[config.mk]
export PLATFORM = sky130hd
export DESIGN_NAME = cache_fill_fsm
export DESIGN_NICKNAME = d
export VERILOG_FILES = /design/src/rtl/cache_pkg.sv /design/src/rtl/fill_word_counter.sv /design/src/rtl/cache_fill_fsm.sv
export SDC_FILE = /design/constraint.sdc
export NUM_CORES = 1
export LEC_CHECK = 0
export CORE_MARGIN = 2
export CORE_UTILIZATION = 38
export CTS_CLUSTER_SIZE = 20
export DETAILED_ROUTE_END_ITERATION = 10
export GPL_TIMING_DRIVEN = 0
export PLACE_DENSITY = 0.89
export SYNTH_ARGS = -nofsm -noshare
export SYNTH_HDL_FRONTEND = slang
export SYNTH_HIERARCHICAL = 1
export SYNTH_SLANG_ARGS = --single-unit
[constraint.sdc]
create_clock -name clk -period 2.8 [get_ports clk]
set_input_delay 0.28 -clock clk [delete_from_list [all_inputs] [get_ports clk]]
set_output_delay 0.28 -clock clk [all_outputs]
set_load 0.02 [all_outputs]
[src/rtl/cache_pkg.sv]
// Shared definitions for the cache line-fill controller: state encoding and
// block geometry (16-byte blocks of 16-bit words).
package cache_pkg;

  localparam int BLOCK_WORDS = 8;
  localparam int OFFSET_W    = 4;

  typedef enum logic [0:0] {
    IDLE = 1'b0,
    FILL = 1'b1
  } fill_state_e;

endpackage : cache_pkg

[src/rtl/fill_word_counter.sv]
// Word counter for one side of a block fill (requests or receipts).
// Synchronous clear has priority over enable; tc_o flags the last word index.
module fill_word_counter #(
  parameter int W = 3
) (
  input  logic         clk_i,
  input  logic         rst_ni,
  input  logic         clr_i,
  input  logic         en_i,
  output logic [W-1:0] cnt_o,
  output logic         tc_o
);

  logic [W-1:0] cnt_q;
  logic [W-1:0] cnt_d;

  // Next count: clear wins, otherwise step when enabled (wraps at the block end).
  always_comb begin
    cnt_d = cnt_q;
    if (clr_i) begin
      cnt_d = {W{1'b0}};
    end else if (en_i) begin
      cnt_d = cnt_q + {{(W-1){1'b0}}, 1'b1};
    end else begin
      cnt_d = cnt_q;
    end
  end

  // Count register.
  always_ff @(posedge clk_i or negedge rst_ni) begin
    if (!rst_ni) begin
      cnt_q <= {W{1'b0}};
    end else begin
      cnt_q <= cnt_d;
    end
  end

  assign cnt_o = cnt_q;
  assign tc_o  = (cnt_q == {W{1'b1}});

endmodule : fill_word_counter

[src/rtl/cache_fill_fsm.sv]
// Cache line-fill controller: on a miss, issues one word request per cycle for
// the whole block and writes returned words into the data array as they arrive.
module cache_fill_fsm
  import cache_pkg::*;
#(
  parameter int ADDR_W      = 16,
  parameter int BLOCK_WORDS = cache_pkg::BLOCK_WORDS
) (
  input  logic              clk,
  input  logic              rst,
  input  logic              miss_detected,
  input  logic [ADDR_W-1:0] miss_address,
  input  logic              memory_data_valid,
  input  logic [ADDR_W-1:0] memory_data_in,
  output logic              fsm_busy,
  output logic              memory_read_en,
  output logic [ADDR_W-1:0] memory_address,
  output logic              write_data_array,
  output logic [2:0]        write_word_offset,
  output logic [ADDR_W-1:0] write_data_out,
  output logic              write_tag_array
);

  localparam int CNT_W = $clog2(BLOCK_WORDS);

  fill_state_e       state_q, state_d;
  logic [ADDR_W-1:0] base_q, base_d;
  logic              req_done_q, req_done_d;

  logic [CNT_W-1:0]  req_cnt_s, rcv_cnt_s;
  logic              req_tc_s, rcv_tc_s;
  logic              req_en_s, rcv_en_s, cnt_clr_s, tag_wr_s;
  logic              miss_offset_unused;

  assign miss_offset_unused = ^miss_address[OFFSET_W-1:0];

  fill_word_counter #(.W(CNT_W)) u_req_cnt (
    .clk_i  (clk),
    .rst_ni (rst),
    .clr_i  (cnt_clr_s),
    .en_i   (req_en_s),
    .cnt_o  (req_cnt_s),
    .tc_o   (req_tc_s)
  );

  fill_word_counter #(.W(CNT_W)) u_rcv_cnt (
    .clk_i  (clk),
    .rst_ni (rst),
    .clr_i  (cnt_clr_s),
    .en_i   (rcv_en_s),
    .cnt_o  (rcv_cnt_s),
    .tc_o   (rcv_tc_s)
  );

  // Next-state, base latch and per-cycle strobes; counters are held clear in IDLE.
  always_comb begin
    state_d    = state_q;
    base_d     = base_q;
    req_done_d = req_done_q;
    req_en_s   = 1'b0;
    rcv_en_s   = 1'b0;
    cnt_clr_s  = 1'b0;
    tag_wr_s   = 1'b0;
    case (state_q)
      IDLE: begin
        cnt_clr_s  = 1'b1;
        req_done_d = 1'b0;
        if (miss_detected) begin
          base_d  = {miss_address[ADDR_W-1:OFFSET_W], {OFFSET_W{1'b0}}};
          state_d = FILL;
        end else begin
          state_d = IDLE;
        end
      end
      FILL: begin
        req_en_s = !req_done_q;
        rcv_en_s = memory_data_valid;
        if (req_en_s && req_tc_s) begin
          req_done_d = 1'b1;
        end else begin
          req_done_d = req_done_q;
        end
        // Completion keys off the receive side only, so memory latency is irrelevant.
        if (memory_data_valid && rcv_tc_s) begin
          tag_wr_s = 1'b1;
          state_d  = IDLE;
        end else begin
          state_d  = FILL;
        end
      end
      default: begin
        state_d = IDLE;
      end
    endcase
  end

  // Controller state, block base and request-side done flag.
  always_ff @(posedge clk or negedge rst) begin
    if (!rst) begin
      state_q    <= IDLE;
      base_q     <= {ADDR_W{1'b0}};
      req_done_q <= 1'b0;
    end else begin
      state_q    <= state_d;
      base_q     <= base_d;
      req_done_q <= req_done_d;
    end
  end

  // Word addresses are formed by concatenation, so no carry can leave the block.
  assign fsm_busy          = (state_q == FILL);
  assign memory_read_en    = req_en_s;
  assign memory_address    = req_en_s ? {base_q[ADDR_W-1:OFFSET_W], req_cnt_s, 1'b0}
                                      : {ADDR_W{1'b0}};
  assign write_data_array  = rcv_en_s;
  assign write_word_offset = rcv_en_s ? rcv_cnt_s : {CNT_W{1'b0}};
  assign write_data_out    = memory_data_in;
  assign write_tag_array   = tag_wr_s;

endmodule : cache_fill_fsm

==> impl_metrics.toml <==
[power_and_ir_drop]
power_w = 0.00169
ir_drop_v = 0.000713
powerDensity_mw_per_mm2 = 983
p_leak_nw = 0.798

[sta]
skew_ns = 0.00175
fmax_mhz = 435
finalCriticalPeriod_ns = 2.30
rsz0062_at_grt = "no"
hold_viol_final = 0
worst_pin_slew_ns = 0.859
tns_ns = 0
relSlewSlack_pct = 42.6
fin_crit_sh_pct = 82.1
finalSetupViolCount = 0
final_max_slew_viol_count = 0

[critical_path]
ff2ff_setup_slack_ns = 1.44
criticalPathCategory = "reg -> out"
critPathBufInv = 2
critPathCaptureType = "primary output"
startpoint_type = "register"
slowest_delay_ns = 0.60
critPathArrivalTime_ns = 2.02
critPathSlowestCell = "clkdlybuf4s50_1"
crit_fanout = 13
regToRegEndpoint = "u_req_cnt/cnt_o[2]"
crit_family = "buffers and inverters"
worstPathRequired_ns = 2.52
rr_worst_depth = 4
worstPathCellList = "and2b_1 -> buf_4 -> and2_1 -> clkdlybuf4s50_1"
r2r_start = "fsm_busy"

[global_route]
grt_antenna_before_repair = 0
grt.total_usage_pct = 13.6
grt_pass1_wl_um = 3530
grt_pass1_vias = 829
overflow = 0
grt_max_degree = 21

[cts]
clock_path_buffers = 2
root_buffer = "clkbuf_4"
tritoncts = "yes"
hold_buffers = 0
cts_setup_buffers = 0
cts_buffers = 3
cts_resized = 0
path_clk_slew_ns = 0.11
h-tree-depth = 1
cts_sinks = 20
insertion_delay_ns = 0.29

[synthesis]
synth_fp_nets = 135
synthArstFlopShare_pct = 100
synth_area_sq_mm = 0.00111
yosysUniqueCellTypes = 15
ys_seq_elements = 20
ys_seq_area_share_pct = 44.9
yosys-top-cells-count = "20 x dfrtp_1, 18 x buf_4, 16 x and2_1"
synth_area_leaders = "dfrtp_1 45%, mux2_4 13%, buf_4 12%, and2_1 9.0%, ha_1 4.5%"
synth_edf_count = 0
synth_top_area_cell = "dfrtp_1"
yosysMostFrequentCell = "dfrtp_1"
yosysWarnings = 6
synthCells = 95
synth_top_area_share_pct = 44.9
syn_area_per_cell_sq_um = 11.7
postSynth.topFlopCell = "dfrtp_1"

[run_status]
outcome = "finished, final reports clean"

[die]
coreArea_sq_mm = 0.00278
fp-row-count = 19
start_util_pct = 40.0
die_area_sq_mm = 0.00338
num_io_pins = 75
die_h_um = 58.1
die_w_um = 58.1

[layout]
area_growth_syn_to_layout_pct = 54.4
diodes = 0
final_layout_size_suffix_gt1_share_pct = 23.7
fillers = 224
nets = 193

[detailed_routing]
drtAntennaViolNets = 0
drt-initial-drc-count = 1
drc = 0
wl_per_cell_um = 12.1
first_pass_iters = 3
finalWirelength_um = 2210
vias = 840
vias_per_cell = 4.59

[placement]
io_buffers = 53
gp_congestion = 0.651
hpwl_um = 1810

[min_path]
hp-class = "in -> async"

[flow_run]
maxCapViolCount = 0
-- logic make-up (layout without fill, tap and decap cells) --
kind of cell / after synthesis / in the layout / share of synthesized area [%]
xor gates and xnor gates: 2 / 2 / 1.57
adders and majority gates: 4 / 4 / 4.49
buffers and inverters: 20 / 77 / 13.5
DFF: 20 / 20 / 44.9
muxes: 16 / 16 / 19.1
other: 1 / 1 / 0.337
and+or+nand+nor: 32 / 32 / 16.1
-- cell type report --
type	count	area, sq um	area share (%)
repair buffers	53	531	30.9
flip-flops and latches	20	500	29.1
multi-input cells	55	463	26.9
plain buffers	19	146	8.52
well taps	31	38.8	2.26
clock buffers	4	36.3	2.11
inverters	1	3.75	0.218
-- per-layer routing --
layer,global-route usage (%),vias up,wire length [um]
met1,14.6,372,823
met5,0,-,0
li1,-,406,-
met4,2.99,0,0
met3,4.46,0,340
met2,25.8,62,1050
-- power breakdown --
part | internal [W] | switching (W) | leakage (nW)
logic | 0.000552 | 0.000449 | 0.537
clock network | 0.0000791 | 0.0000835 | 0.0210
registers | 0.000432 | 0.0000936 | 0.240
-- stage by stage --
step	setup slack, ns	area [sq um]	hold WS, ns	util, %	cells
after floorplan	1.30	1110	-0.0156	-	95
after global placement	0.833	1680	0.474	60.5	179
after detailed placement	0.813	1680	0.485	60.5	179
after CTS	0.477	1720	0.496	61.8	183
after global routing	0.341	1720	0.533	61.8	183
final	0.501	1720	0.467	61.8	183
-- registers in the layout (all words and copies together), names as in the netlist --
| name | flops |
|---|---|
| req_done_q | 1 |
| fsm_busy | 1 |
| base_q | 12 |
| u_rcv_cnt/cnt_o | 3 |
| u_req_cnt/cnt_o | 3 |
-- worst reg2reg max path, delay by kind of cell (launching register included) --
family        cells  cell delay (ns)
flops             1             0.49
simple gates      2             0.34
buf+inv           1             0.22
mux               1             0.21
-- worst max-delay path by stage --
stage | start | slack, ns | depth (start not counted) | end
final | fsm_busy | 0.50 | 4 | memory_address[10]
after global routing | fsm_busy | 0.34 | 4 | memory_address[7]
after CTS | fsm_busy | 0.48 | 4 | memory_address[7]
after detailed placement | memory_data_valid | 0.81 | 3 | write_data_array
after global placement | fsm_busy | 0.83 | 4 | memory_address[8]
after floorplan | fsm_busy | 1.30 | 3 | memory_address[10]
-- placed cells by master, fill, tap and decap left out, drive strengths merged --
cell,instances
buf,19
clkdlybuf4s50,53
xnor2,2
mux2i,4
conb,1
ha,4
and2b,1
dfrtp,20
clkbuf,4
nor2b,1
and2,16
inv,1
and3,4
nor2,10
mux2,12
(Power assumes the default switching activity.)
